$ cat config.mk
export PLATFORM = sky130hd
export DESIGN_NAME = fft_twiddle_sequencer_flat
export DESIGN_NICKNAME = d
export VERILOG_FILES = /design/src/rtl/fft_twiddle_sequencer_if.sv /design/src/rtl/fft_twiddle_sequencer.sv /design/src/flat_wrapper.sv
export SDC_FILE = /design/constraint.sdc
export NUM_CORES = 1
export LEC_CHECK = 0
export ABC_AREA = 1
export BUFFER_PORTS_ARGS = -buffer_cell sky130_fd_sc_hd__buf_2
export CAP_MARGIN = 15
export CORE_MARGIN = 2
export CORE_UTILIZATION = 46
export CTS_BUF_LIST = sky130_fd_sc_hd__clkbuf_8
export CTS_CLUSTER_DIAMETER = 200
export DETAILED_ROUTE_END_ITERATION = 8
export GPL_ROUTABILITY_DRIVEN = 0
export PLACE_DENSITY = 0.66
export SYNTH_ARGS = -nofsm -noshare
export SYNTH_HDL_FRONTEND = slang
export SYNTH_SLANG_ARGS = --single-unit
$ cat constraint.sdc
create_clock -name clk -period 9.27 [get_ports clk]
set_input_delay 0.927 -clock clk [delete_from_list [all_inputs] [get_ports clk]]
set_output_delay 0.927 -clock clk [all_outputs]
set_load 0.03 [all_outputs]
$ cat src/rtl/fft_twiddle_sequencer_if.sv
// Butterfly scheduling bus between the FFT twiddle sequencer (master) and the
// butterfly datapath (slave).
interface fft_twiddle_sequencer_if #(
    parameter int LOG2N = 5
);
    logic             start;
    logic             bf_ready;
    logic             bf_valid;
    logic [LOG2N-1:0] addr_a;
    logic [LOG2N-1:0] addr_b;
    logic [5:0]       tw_sel_re;
    logic [5:0]       tw_sel_im;
    logic [2:0]       stage;
    logic             busy;
    logic             done;

    modport master (
        input  start,
        input  bf_ready,
        output bf_valid,
        output addr_a,
        output addr_b,
        output tw_sel_re,
        output tw_sel_im,
        output stage,
        output busy,
        output done
    );

    modport slave (
        output start,
        output bf_ready,
        input  bf_valid,
        input  addr_a,
        input  addr_b,
        input  tw_sel_re,
        input  tw_sel_im,
        input  stage,
        input  busy,
        input  done
    );
endinterface

$ cat src/rtl/fft_twiddle_sequencer.sv
// Stage/butterfly walker for an in-place radix-2 DIT FFT: produces memory
// addresses and 64-entry twiddle ROM selects with a valid/ready handshake.
//
// state  | meaning
// -------+------------------------------------------------------------
// S_IDLE | waiting for start
// S_RUN  | presenting butterfly (s, j); advances on bf_valid & bf_ready
// S_GAP  | pipeline drain between stages, gap down-counter running
// S_DONE | one-cycle done pulse, then back to idle
module fft_twiddle_sequencer #(
    parameter int LOG2N     = 5,
    parameter int STAGE_GAP = 4
) (
    input logic                     clk,
    input logic                     rst_n,
    fft_twiddle_sequencer_if.master bus
);
    localparam int              N        = 1 << LOG2N;
    localparam logic [5:0]      J_LAST   = 6'(N / 2 - 1);
    localparam logic [2:0]      S_LAST   = 3'(LOG2N - 1);
    localparam int              GW       = (STAGE_GAP > 1) ? $clog2(STAGE_GAP) : 1;
    localparam logic [GW-1:0]   GAP_INIT = (STAGE_GAP > 0) ? GW'(STAGE_GAP - 1) : '0;

    typedef enum logic [1:0] {
        S_IDLE = 2'd0,
        S_RUN  = 2'd1,
        S_GAP  = 2'd2,
        S_DONE = 2'd3
    } state_t;

    state_t           r_state;
    state_t           w_state_nxt;
    logic [5:0]       r_j;
    logic [5:0]       w_j_nxt;
    logic [2:0]       r_s;
    logic [2:0]       w_s_nxt;
    logic [GW-1:0]    r_gap;
    logic [GW-1:0]    w_gap_nxt;

    logic             r_bf_valid;
    logic [LOG2N-1:0] r_addr_a;
    logic [LOG2N-1:0] r_addr_b;
    logic [5:0]       r_tw_sel_re;
    logic [5:0]       r_tw_sel_im;
    logic [2:0]       r_stage;
    logic             r_busy;
    logic             r_done;

    logic             w_fire;
    logic             w_run_nxt;
    logic             w_busy_nxt;
    logic [5:0]       w_half;
    logic [5:0]       w_pos;
    logic [5:0]       w_grp;
    logic [LOG2N-1:0] w_addr_a;
    logic [LOG2N-1:0] w_addr_b;
    logic [5:0]       w_k;

    assign w_fire = r_bf_valid & bus.bf_ready;

    always_comb begin
        w_state_nxt = r_state;
        w_j_nxt     = r_j;
        w_s_nxt     = r_s;
        w_gap_nxt   = r_gap;
        case (r_state)
            S_IDLE: begin
                if (bus.start) begin
                    w_state_nxt = S_RUN;
                    w_j_nxt     = '0;
                    w_s_nxt     = '0;
                end
            end
            S_RUN: begin
                if (w_fire) begin
                    if (r_j == J_LAST) begin
                        w_j_nxt = '0;
                        if (r_s == S_LAST) begin
                            w_state_nxt = S_DONE;
                            w_s_nxt     = '0;
                        end else if (STAGE_GAP > 0) begin
                            w_state_nxt = S_GAP;
                            w_s_nxt     = r_s + 3'd1;
                            w_gap_nxt   = GAP_INIT;
                        end else begin
                            w_s_nxt = r_s + 3'd1;
                        end
                    end else begin
                        w_j_nxt = r_j + 6'd1;
                    end
                end
            end
            S_GAP: begin
                if (r_gap == '0) begin
                    w_state_nxt = S_RUN;
                end else begin
                    w_gap_nxt = r_gap - 1'b1;
                end
            end
            S_DONE: begin
                w_state_nxt = S_IDLE;
            end
            default: begin
                w_state_nxt = S_IDLE;
            end
        endcase
    end

    // Butterfly outputs are computed from the next (s, j) so they are registered
    // and appear the cycle after a handshake; a stall recomputes identical values.
    always_comb begin
        w_half     = 6'd1 << w_s_nxt;
        w_pos      = w_j_nxt & (w_half - 6'd1);
        w_grp      = w_j_nxt >> w_s_nxt;
        w_addr_a   = LOG2N'((7'(w_grp) << (w_s_nxt + 3'd1)) | 7'(w_pos));
        w_addr_b   = w_addr_a + LOG2N'(w_half);
        w_k        = w_pos << (3'd5 - w_s_nxt);
        w_run_nxt  = (w_state_nxt == S_RUN);
        w_busy_nxt = (w_state_nxt == S_RUN) || (w_state_nxt == S_GAP);
    end

    always_ff @(posedge clk or negedge rst_n) begin
        if (!rst_n) begin
            r_state     <= S_IDLE;
            r_j         <= '0;
            r_s         <= '0;
            r_gap       <= '0;
            r_bf_valid  <= 1'b0;
            r_addr_a    <= '0;
            r_addr_b    <= '0;
            r_tw_sel_re <= '0;
            r_tw_sel_im <= '0;
            r_stage     <= '0;
            r_busy      <= 1'b0;
            r_done      <= 1'b0;
        end else begin
            r_state     <= w_state_nxt;
            r_j         <= w_j_nxt;
            r_s         <= w_s_nxt;
            r_gap       <= w_gap_nxt;
            r_bf_valid  <= w_run_nxt;
            r_addr_a    <= w_run_nxt ? w_addr_a : '0;
            r_addr_b    <= w_run_nxt ? w_addr_b : '0;
            r_tw_sel_re <= w_run_nxt ? (w_k + 6'd48) : '0;
            r_tw_sel_im <= w_run_nxt ? w_k : '0;
            r_stage     <= w_busy_nxt ? w_s_nxt : '0;
            r_busy      <= w_busy_nxt;
            r_done      <= (w_state_nxt == S_DONE);
        end
    end

    assign bus.bf_valid  = r_bf_valid;
    assign bus.addr_a    = r_addr_a;
    assign bus.addr_b    = r_addr_b;
    assign bus.tw_sel_re = r_tw_sel_re;
    assign bus.tw_sel_im = r_tw_sel_im;
    assign bus.stage     = r_stage;
    assign bus.busy      = r_busy;
    assign bus.done      = r_done;
endmodule
$ cat src/flat_wrapper.sv
// flat-port wrapper written by rule: the top's interface ports become plain ports
module fft_twiddle_sequencer_flat 
#(
    parameter int LOG2N     = 5,
    parameter int STAGE_GAP = 4
)
  (clk, rst_n, bus_start, bus_bf_ready, bus_bf_valid, bus_addr_a, bus_addr_b, bus_tw_sel_re, bus_tw_sel_im, bus_stage, bus_busy, bus_done);
  fft_twiddle_sequencer_if #(.LOG2N(LOG2N)) bus_i ();
  input logic clk;
  input logic rst_n;
  input wire logic [$bits(bus_i.start)-1:0] bus_start;
  input wire logic [$bits(bus_i.bf_ready)-1:0] bus_bf_ready;
  output wire logic [$bits(bus_i.bf_valid)-1:0] bus_bf_valid;
  output wire logic [$bits(bus_i.addr_a)-1:0] bus_addr_a;
  output wire logic [$bits(bus_i.addr_b)-1:0] bus_addr_b;
  output wire logic [$bits(bus_i.tw_sel_re)-1:0] bus_tw_sel_re;
  output wire logic [$bits(bus_i.tw_sel_im)-1:0] bus_tw_sel_im;
  output wire logic [$bits(bus_i.stage)-1:0] bus_stage;
  output wire logic [$bits(bus_i.busy)-1:0] bus_busy;
  output wire logic [$bits(bus_i.done)-1:0] bus_done;
  assign bus_i.start = bus_start;
  assign bus_i.bf_ready = bus_bf_ready;
  assign bus_bf_valid = bus_i.bf_valid;
  assign bus_addr_a = bus_i.addr_a;
  assign bus_addr_b = bus_i.addr_b;
  assign bus_tw_sel_re = bus_i.tw_sel_re;
  assign bus_tw_sel_im = bus_i.tw_sel_im;
  assign bus_stage = bus_i.stage;
  assign bus_busy = bus_i.busy;
  assign bus_done = bus_i.done;
  fft_twiddle_sequencer #(.LOG2N(LOG2N), .STAGE_GAP(STAGE_GAP)) u_core (.clk(clk), .rst_n(rst_n), .bus(bus_i));
endmodule
==> results_dict.tcl, run 1 <==
set metrics [dict create \
    final_nets 396 \
    power_leakage_nw 1.616 \
    route.detailed.drc 0 \
    io_buffer_count 31 \
    routed_via_density 4.984 \
    slowest_stage "ha_1" \
    fin_skew_ns 0.007071 \
    grt_max_degree 38 \
    cp_top_family "adder cells" \
    grt_util_all_layers_pct 19.70 \
    ios 32 \
    routed_wl_microns 5616 \
    ys_seq_area_share_pct 35.53 \
    cp.required_ns 9.48 \
    die_w_microns 79.27 \
    yosysWarnings 0 \
    cts.clk_slew.worst_paths_ns 0.07 \
    fin_util_pct 52.49 \
    path_max_fanout 12 \
    cts_root_buf "clkbuf_8" \
    report.final.slew_viol_count 0 \
    start_kind "register" \
    fmax_mhz 239.1 \
    final_cell_area_sq_mm 0.002873 \
    synth-seq-cells 37 \
    finalCritPeriodShare_pct 45.11 \
    hold_ws_ns 0.5515 \
    path_cells "inv_1 > ha_1 > nor2_1 > nor2_2 > nand2_4 > a21oi_4 > ha_1 > inv_1 > nor2_1 > inv_1 > ha_1 > nor2_1 > inv_1 > nand2_1 > fa_1 > nand2_1 > nand2_1 > a21oi_1 > xor2_1 > nand4_1 > a21oi_1" \
    status "finished clean" \
    setup_viol 0 \
    p_total_mw 0.6152 \
    max_stage_delay_ns 0.47 \
    critical_path_arrival_ns 4.40 \
    cts_resized 0 \
    synth_area_per_cell_sq_um 7.576 \
    num-fill-cells 556 \
    n_antenna_cell 0 \
    cp_num_buf_inv 4 \
    drive_gt1_share_pct 18.67 \
    cts_buffer_depth 2 \
    cts_tree "yes" \
    antenna_found_initial 0 \
    grt_pass1_vias 2023 \
    grt_pass1_wl_microns 9611 \
    critPathKind "reg -> reg" \
    grt_overflow_total 0 \
    end_kind "register" \
    tns_ns 0 \
    dp_hpwl_microns 4365 \
    min_period_ns 4.182 \
    synth_area_sq_mm 0.002606 \
    first_pass_iters 5 \
    clock-sinks 37 \
    cts_setup_buffers 0 \
    worst_pin_slew_ns 0.7989 \
    netlist_instances 344 \
    ir_drop_v 0.00009510 \
    die_area_sq_mm 0.006284 \
    numCtsBuffers 5 \
    drt-wirelength-per-cell_microns 12.56 \
    vias 2228 \
    ys_top_cells_by_area "dfrtp_1 (36%), nand2_1 (12%), ha_1 (8.2%)" \
    mostFrequentLayoutCells "nand2_1 (84), inv_1 (55), dfrtp_1 (37), buf_2 (31), nand3_1 (30)" \
    grt_setup_unrepaired "false" \
    area_growth_pct 10.23 \
    ctsHoldBuffers 0 \
    core_area_sq_mm 0.005473 \
    max_cap_viol_count 0 \
    final_common_cell "nand2_1" \
    fp-row-count 27 \
    synth_top_area_cell "dfrtp_1" \
    holdCritPathClass "reg -> reg" \
    first_iter_violations 80 \
    worstSkewPairLatency_ns 0.28 \
    initial_core_util_pct 47.62 \
    ant_nets 0 \
    relSlewSlack_pct 46.74 \
    p_per_area_mw_per_mm2 214.2 \
    syn_nets 366 \
    placed_cell_area_sq_mm 0.002790 \
    netlist.area_leader.share_pct 35.53 \
    yosysUniqueCellTypes 36 \
    h-tree-depth 2 \
    hold_violations 0 \
    die_h_microns 79.27 \
    path_common_cell "inv_1" \
]
[per-layer routing]
metal / GRT usage, % / wire length, microns
met3: 3.068 / 295
met2: 31.36 / 2505
met1: 27.80 / 2758
met5: 0 / 0
met4: 5.517 / 57
[cell families (layout without fill, tap and decap cells)]
logic type / Yosys count / in the layout / synth area share [%]
AND/OR/NAND/NOR: 179 / 179 / 33.94
AO/OA/AOI/OAI: 44 / 44 / 10.51
adder cells (fa/ha/maj): 18 / 18 / 8.929
buffers and inverters: 64 / 95 / 10.42
XOR/XNOR: 2 / 2 / 0.6722
flip-flops: 37 / 37 / 35.53
[report_power, final]
group | switching [mW] | internal [mW] | leakage [nW]
clock network | 0.0549 | 0.0510 | 0.0491
registers | 0.0157 | 0.195 | 0.486
logic | 0.213 | 0.0858 | 1.08
total | 0.283 | 0.332 | 1.62
[tightest hold or removal path, cell delays in order (launching register included)]
cell and delay [ns]:
dfrtp_1 0.38, nor2_1 0.10, a31oi_1 0.05
[registers in the layout (all words and copies together) (netlist names), 3 cells and up]
name,count
u_core.r_j,6
u_core.r_s,3
u_core.bus.stage,3
u_core.bus.addr_a,5
u_core.bus.tw_sel_re,6
u_core.bus.addr_b,5
[worst paths after layout]
| path | slack [ns] | from | cells past startpoint | end |
|---|---|---|---|---|
| worst max register to register | 5.09 | u_core.r_state[1] | 21 | u_core.bus.addr_b[4] |
| worst min register to register | 0.55 | u_core.r_gap[1] | 2 | u_core.r_gap[1] |
| worst min-delay path | 0.55 | u_core.r_gap[1] | 2 | u_core.r_gap[1] |
| min in group asynchronous | 0.72 | rst_n | 1 | u_core.r_gap[0] |
| worst max-delay path | 5.09 | u_core.r_state[1] | 21 | u_core.bus.addr_b[4] |
| max in group asynchronous | 8.03 | rst_n | 1 | u_core.bus.addr_b[3] |
[Yosys cell counts]
| library cell | number |
|---|---|
| buf_2 | 1 |
| o21bai_1 | 1 |
| nand2_4 | 6 |
| o21a_1 | 2 |
| nand4_1 | 6 |
| nand2_2 | 7 |
| inv_1 | 54 |
| o21ai_1 | 3 |
| o21ai_2 | 1 |
| xor2_1 | 2 |
| fa_1 | 1 |
| buf_4 | 4 |
| o211ai_1 | 2 |
| nor2_4 | 2 |
| a21oi_2 | 1 |
| a31oi_1 | 4 |
| nand3_4 | 1 |
| nand3_2 | 5 |
| buf_6 | 2 |
| nor2_8 | 1 |
| ha_1 | 17 |
| a21oi_1 | 11 |
| a21oi_4 | 2 |
| inv_2 | 2 |
| nor2_1 | 27 |
| clkbuf_1 | 1 |
| o22ai_1 | 2 |
| nand2_1 | 84 |
| nand3b_1 | 1 |
| nand3_1 | 30 |
| nor3_1 | 4 |
| or2_1 | 1 |
| o21ai_0 | 14 |
| dfrtp_1 | 37 |
| o32ai_1 | 1 |
| nor2_2 | 4 |
[per-stage QoR]
stage	instances	worst slack, ns
detailed placement	439	4.950
global placement	439	5.069
CTS	447	5.068
floorplan	344	5.279
global route	447	4.626
finish	447	5.088
[layout make-up]
cell class                      count  area [sq um]  area share [%]
Inverter                           56         210.2           7.317
Sequential cell                    37         925.9           32.23
Clock buffer                        5         68.82           2.395
Tap cell                           72         90.09           3.136
Timing Repair Buffer               31         155.1           5.401
Clock inverter                      3         13.76          0.4791
Multi-Input combinational cell    243          1409           49.04
(Power assumes the default switching activity.)
==> run 2, diff against run 1 <==
--- a/config.mk
+++ b/config.mk
@@ -5,7 +5,7 @@
 export SDC_FILE = /design/constraint.sdc
 export NUM_CORES = 1
 export LEC_CHECK = 0
-export ABC_AREA = 1
+export ABC_AREA = 0
 export BUFFER_PORTS_ARGS = -buffer_cell sky130_fd_sc_hd__buf_2
 export CAP_MARGIN = 15
 export CORE_MARGIN = 2
@@ -14,7 +14,7 @@
 export CTS_CLUSTER_DIAMETER = 200
 export DETAILED_ROUTE_END_ITERATION = 8
 export GPL_ROUTABILITY_DRIVEN = 0
-export PLACE_DENSITY = 0.66
+export PLACE_DENSITY = 0.68
 export SYNTH_ARGS = -nofsm -noshare
 export SYNTH_HDL_FRONTEND = slang
 export SYNTH_SLANG_ARGS = --single-unit
==> constraint.sdc (replaced) <==
create_clock -name clk -period 3.7 [get_ports clk]
set_input_delay 0.37 -clock clk [delete_from_list [all_inputs] [get_ports clk]]
set_output_delay 0.37 -clock clk [all_outputs]
set_load 0.03 [all_outputs]
==> results_dict.tcl, run 2 <==
set metrics [dict create \
    yosysWarnings 0 \
    die_area_sq_mm 0.006032 \
    finalCritPeriodShare_pct 96.61 \
    ys_top_cells_by_count "dfrtp_1 (37), nand2_1 (34), nor2_1 (32), inv_1 (19), ha_1 (17)" \
    max_stage_delay_ns 0.41 \
    hold_ws_ns 0.1698 \
    min_period_ns 3.574 \
    grt_max_degree 38 \
    synth_edf_count 0 \
    p_total_mw 2.450 \
    cp.required_ns 3.88 \
    grt_setup_unrepaired "true" \
    grt_pass1_wl_microns 10670 \
    grt_pass1_vias 2299 \
    die_w_microns 77.67 \
    cts_root_buf "clkbuf_8" \
    fp-row-count 26 \
    synth_area_sq_mm 0.002496 \
    vias 2368 \
    dominantRegCellSynth "dfrtp_1" \
    route.detailed.drc 0 \
    multi_input_area_sq_mm 0.001548 \
    async_reset_ff_share_pct 100.0 \
    routed_wl_microns 6631 \
    fin_skew_ns 0.01202 \
    ctsHoldBuffers 0 \
    synth_top_area_cell "dfrtp_1" \
    slowest_stage "dfrtp_1" \
    worstSkewPairLatency_ns 0.30 \
    ys_seq_area_share_pct 37.09 \
    grt_overflow_total 0 \
    relSlewSlack_pct 43.65 \
    ir_drop_v 0.0003655 \
    first_iter_violations 125 \
    power_leakage_nw 1.636 \
    final_common_cell "buf_4" \
    dp.cells 405 \
    path_cells "buf_6 > ha_4 > nor3b_1 > o21a_1 > or3_4 > mux2_4 > a32oi_4 > o21ai_2 > ha_2 > fa_2 > a21o_1 > a21oi_2 > xor2_1 > or2_4 > mux2i_1" \
    numCtsBuffers 5 \
    ff_latch_area_sq_um 925.9 \
    ys_top_cells_by_area "dfrtp_1 (37%), ha_1 (8.5%), nand2_1 (5.1%)" \
    drt-wirelength-per-cell_microns 15.68 \
    antenna_found_initial 0 \
    synth-seq-cells 37 \
    clock-sinks 37 \
    max_cap_viol_count 0 \
    core_area_sq_mm 0.005172 \
    synth_area_per_cell_sq_um 8.979 \
    worst_pin_slew_ns 0.8453 \
    netlist.area_leader.share_pct 37.09 \
    cts_buffer_depth 2 \
    fmax_mhz 279.8 \
    ios 32 \
    start_kind "register" \
    initial_core_util_pct 48.26 \
    die_h_microns 77.67 \
    routed_via_density 5.598 \
    path_max_fanout 6 \
    io_buffer_count 31 \
    critPathKind "reg -> reg" \
    stdcell_count 423 \
    grt_util_all_layers_pct 22.31 \
    num-fill-cells 425 \
    cts_tree "yes" \
    holdCritPathClass "in -> async" \
    report.final.slew_viol_count 0 \
    drive_gt1_share_pct 37.68 \
    ant_nets 0 \
    setup_viol 0 \
    status "finished clean" \
    yosysUniqueCellTypes 60 \
    dp_hpwl_microns 4703 \
    syn_nets 300 \
    mostFrequentLayoutCells "buf_4 (48), dfrtp_1 (37), nand2_1 (34), buf_2 (31), nor2_1 (29)" \
    yosysMostFrequentCell "dfrtp_1" \
    h-tree-depth 2 \
    final_nets 374 \
    first_pass_iters 5 \
    p_per_area_mw_per_mm2 735.9 \
    hold_violations 0 \
    netlist_instances 278 \
    end_kind "register" \
    area_growth_pct 33.38 \
    cts.clk_slew.worst_paths_ns 0.08 \
    n_antenna_cell 0 \
    critical_path_arrival_ns 3.76 \
]
==> run 2: cell count changes after synthesis, moves of 7 or more <==
cell / previous run / this run
nand2_1: 84 / 34
nand2_2: 7 / 0
mux2i_1: 0 / 7
and2_1: 0 / 7
nand3_1: 30 / 7
inv_1: 54 / 19
==> run 2: path summary, 6_finish.rpt <==
| check | slack (ns) | start | cells past startpoint | to |
|---|---|---|---|---|
| worst max-delay path | 0.13 | u_core.r_state[0] | 15 | u_core.bus.addr_b[4] |
| worst min-delay path | 0.17 | rst_n | 1 | u_core.r_gap[1] |
| worst max register to register | 0.13 | u_core.r_state[0] | 15 | u_core.bus.addr_b[4] |
| worst min register to register | 0.53 | u_core.r_gap[1] | 2 | u_core.r_gap[1] |
| max in group asynchronous | 2.99 | rst_n | 1 | u_core.bus.addr_a[3] |
| min in group clk | 0.53 | u_core.r_gap[1] | 2 | u_core.r_gap[1] |
==> run 2: worst max-delay path: cells and delay by family (launching register included) <==
kind | cells | cell delay, ns
buffers and inverters | 1 | 0.13
adder cells (fa/ha/maj) | 3 | 0.79
AO/OA/AOI/OAI | 5 | 0.82
multiplexers | 2 | 0.39
XOR/XNOR | 1 | 0.21
flip-flops | 1 | 0.41
AND/OR/NAND/NOR | 3 | 0.70
==> run 2: layer usage <==
| metal | vias up | GRT usage [%] | part of all wire, % |
|---|---|---|---|
| li1 | 1128 | - | - |
| met1 | 1138 | 28.56 | 42 |
| met2 | 89 | 37.59 | 49 |
| met3 | 13 | 4.419 | 6.6 |
| met4 | 0 | 7.500 | 1.9 |
| met5 | - | 0 | 0 |
==> run 2: what timing repair did <==
action | 4_1_cts | 5_1_grt
setup buffers | 1 | 9
gates cloned | 0 | 0
setup endpoints to repair | 1 | 1
pin swaps | 0 | 13
gates resized for setup | 6 | 33
hold endpoints to repair | 0 | 0
==> run 2: logic make-up after synthesis <==
logic type / count (synthesis) / synth area share [%]
simple gates: 106 / 21.20
compound gates: 64 / 19.75
buf+inv: 38 / 6.666
flops: 37 / 37.09
fa+ha+maj: 18 / 9.323
mux: 9 / 3.860
xor+xnor: 6 / 2.105
==> run 2: area by class of cell <==
type	instances	area share (%)
inverter	23	2.856
clock buffer	5	2.067
multi-input combinational	203	46.49
clock inverter	3	1.390
tap	70	2.631
timing repair buffer	82	16.76
sequential	37	27.81
==> run 2: through the flow <==
stage          worst slack [ns]  instance area [sq um]  utilization, %  setup TNS (ns)
2_1_floorplan          0.006262                   2515               -               0
3_3_place_gp           0.004925                   2982           57.64               0
3_5_place_dp            -0.1005                   2982           57.64         -0.1005
4_1_cts                 0.01014                   3136           60.62               0
5_1_grt                -0.06931                   3329           64.37        -0.06931
6_report                 0.1256                   3329           64.37               0
==> run 2: where the power goes <==
part	internal [mW]	switching [mW]	leakage [nW]
clock	0.202	0.158	0.0543
sequential	0.506	0.0545	0.483
combinational	0.648	0.882	1.10
total	1.36	1.10	1.64
==> run 3, diff against run 2 <==
--- a/config.mk
+++ b/config.mk
@@ -9,12 +9,12 @@
 export BUFFER_PORTS_ARGS = -buffer_cell sky130_fd_sc_hd__buf_2
 export CAP_MARGIN = 15
 export CORE_MARGIN = 2
-export CORE_UTILIZATION = 46
+export CORE_UTILIZATION = 50
 export CTS_BUF_LIST = sky130_fd_sc_hd__clkbuf_8
 export CTS_CLUSTER_DIAMETER = 200
 export DETAILED_ROUTE_END_ITERATION = 8
 export GPL_ROUTABILITY_DRIVEN = 0
-export PLACE_DENSITY = 0.68
+export PLACE_DENSITY = 0.73
 export SYNTH_ARGS = -nofsm -noshare
 export SYNTH_HDL_FRONTEND = slang
 export SYNTH_SLANG_ARGS = --single-unit
==> constraint.sdc (replaced) <==
create_clock -name clk -period 2.9 [get_ports clk]
set_input_delay 0.145 -clock clk [delete_from_list [all_inputs] [get_ports clk]]
set_output_delay 0.145 -clock clk [all_outputs]
set_load 0.03 [all_outputs]
==> results_dict.tcl, run 3 (synthesis results as in run 2) <==
set metrics [dict create \
    setup_viol 12 \
    r2r_end "u_core.bus.addr_b[4]" \
    grt_setup_unrepaired "true" \
    max_cap_viol_count 0 \
    first_iter_violations 306 \
    cts.clk_slew.worst_paths_ns 0.08 \
    final_common_cell "buf_4" \
    ios 32 \
    p_total_mw 3.799 \
    crit_start "u_core.r_j[0]" \
    cts_root_buf "clkbuf_8" \
    p_per_area_mw_per_mm2 933.0 \
    route.detailed.drc 0 \
    violations "negative setup slack" \
    area_growth_pct 63.11 \
    n_antenna_cell 0 \
    power_leakage_nw 2.010 \
    placed_cell_area_sq_mm 0.003532 \
    num-fill-cells 240 \
    fmax_mhz 270.3 \
    vias 2971 \
    worst_pin_slew_ns 0.8265 \
    cp_top_family "compound AO/OA/AOI/OAI gates" \
    cp.required_ns 3.14 \
    end_kind "register" \
    io_buffer_count 31 \
    dp_hpwl_microns 5351 \
    min_period_ns 3.700 \
    fin_skew_ns 0.009022 \
    fp-row-count 25 \
    critPathKind "reg -> reg" \
    h-tree-depth 2 \
    worstSkewPairLatency_ns 0.31 \
    start_kind "register" \
    die_h_microns 74.66 \
    routed_via_density 6.101 \
    first_pass_iters 5 \
    die_area_sq_mm 0.005573 \
    grt_pass1_vias 2810 \
    ir_drop_v 0.0006827 \
    path_common_cell "a21o_1" \
    clock-sinks 37 \
    relSlewSlack_pct 44.90 \
    ant_nets 0 \
    status "finished with violations" \
    holdCritPathClass "in -> reg" \
    slowest_stage "dfrtp_1" \
    grt_util_all_layers_pct 33.61 \
    cts_buffer_depth 2 \
    crit_cells 16 \
    core_area_sq_mm 0.004755 \
    max_stage_delay_ns 0.40 \
    mostFrequentLayoutCells "buf_4 (106), dfrtp_1 (35), buf_2 (31), nand2_1 (30), nor2_1 (24)" \
    initial_core_util_pct 52.50 \
    grt_overflow_total 0 \
    finalCritPeriodShare_pct 127.6 \
    critical_path_arrival_ns 3.94 \
    drive_gt1_share_pct 54.29 \
    antenna_found_initial 0 \
    final_cell_area_sq_mm 0.004071 \
    worstSetupEndpoint "u_core.bus.addr_b[4]" \
    numCtsBuffers 5 \
    setup_ws_ns -0.7997 \
    grt_pass1_wl_microns 13860 \
    cts_tree "yes" \
    reg2regPathDepth 16 \
    path_cells "ha_1 > and3_2 > buf_4 > a2111oi_4 > a2bb2oi_2 > buf_4 > mux2i_2 > o21ai_2 > a21o_1 > a21o_1 > ha_4 > a21o_1 > a21oi_2 > xor2_1 > or2_4 > mux2i_1" \
    path_max_fanout 6 \
    cp_num_buf_inv 2 \
    grt_max_degree 38 \
    final_nets 441 \
    reg2reg_slack_ns -0.80 \
    drt-wirelength-per-cell_microns 20.68 \
    report.final.slew_viol_count 0 \
    routed_wl_microns 10070 \
    die_w_microns 74.66 \
    hold_violations 0 \
    r2r-start "u_core.r_j[0]" \
]
## run 3: what timing repair did
action,4_1_cts,5_1_grt
setup buffers,15,7
pin swaps,18,12
setup endpoints to repair,10,14
hold endpoints to repair,37,0
resized for setup,34,24
hold buffers,1,0
cloned,0,0
## run 3: worst min-delay path by stage
stage	end	slack, ns	from	cells after the start
2_1_floorplan	u_core.bus.addr_a[0]	-0.15	rst_n	0
3_3_place_gp	u_core.r_gap[1]	0.28	rst_n	1
3_5_place_dp	u_core.r_gap[1]	0.29	rst_n	1
4_1_cts	u_core.r_state[1]	0.35	bus_start	4
5_1_grt	u_core.r_state[1]	0.41	bus_start	4
6_report	u_core.r_state[1]	0.40	bus_start	4
## run 3: cell type report
class	count	area (sq um)	share of cell area, %
Multi-Input combinational cell	203	1775	43.61
Timing Repair Buffer	149	1094	26.86
Sequential cell	37	928.4	22.80
Inverter	23	93.84	2.305
Tap cell	67	83.83	2.059
Clock buffer	6	82.58	2.028
Clock inverter	2	13.76	0.3380
## run 3: layer usage
metal	routed length (microns)	track usage, %	vias up
met3	1017	8.166	63
met2	4829	55.16	245
met1	3707	40.34	1407
li1	-	-	1256
met5	0	0	-
met4	514	19.25	0
## run 3: worst register-to-register path, stage by stage, from the launching register on
cell	delay (ns)
dfrtp_1	0.40
ha_1	0.24
and3_2	0.27
buf_4	0.17
a2111oi_4	0.36
a2bb2oi_2	0.23
buf_4	0.21
mux2i_2	0.13
o21ai_2	0.28
a21o_1	0.20
a21o_1	0.18
ha_4	0.21
a21o_1	0.16
a21oi_2	0.15
xor2_1	0.09
or2_4	0.22
mux2i_1	0.12
## run 3: power by group
| part | internal, mW | total, mW | switching [mW] |
|---|---|---|---|
| clock | 0.193 | 0.403 | 0.210 |
| sequential | 0.649 | 0.721 | 0.0724 |
| combinational | 1.23 | 2.67 | 1.44 |
| total | 2.07 | 3.80 | 1.72 |
## run 3: through the flow
stage | setup slack (ns) | setup TNS [ns] | std cells | hold WS, ns | util [%]
floorplan | -0.5675 | -1.080 | 278 | -0.1506 | -
global placement | -0.5707 | -2.179 | 456 | 0.2801 | 74.29
detailed placement | -0.6978 | -3.169 | 456 | 0.2920 | 74.29
CTS | -0.6073 | -2.231 | 480 | 0.3508 | 82.39
global route | -0.9985 | -4.799 | 487 | 0.4063 | 85.63
finish | -0.7997 | -3.748 | 487 | 0.4008 | 85.63
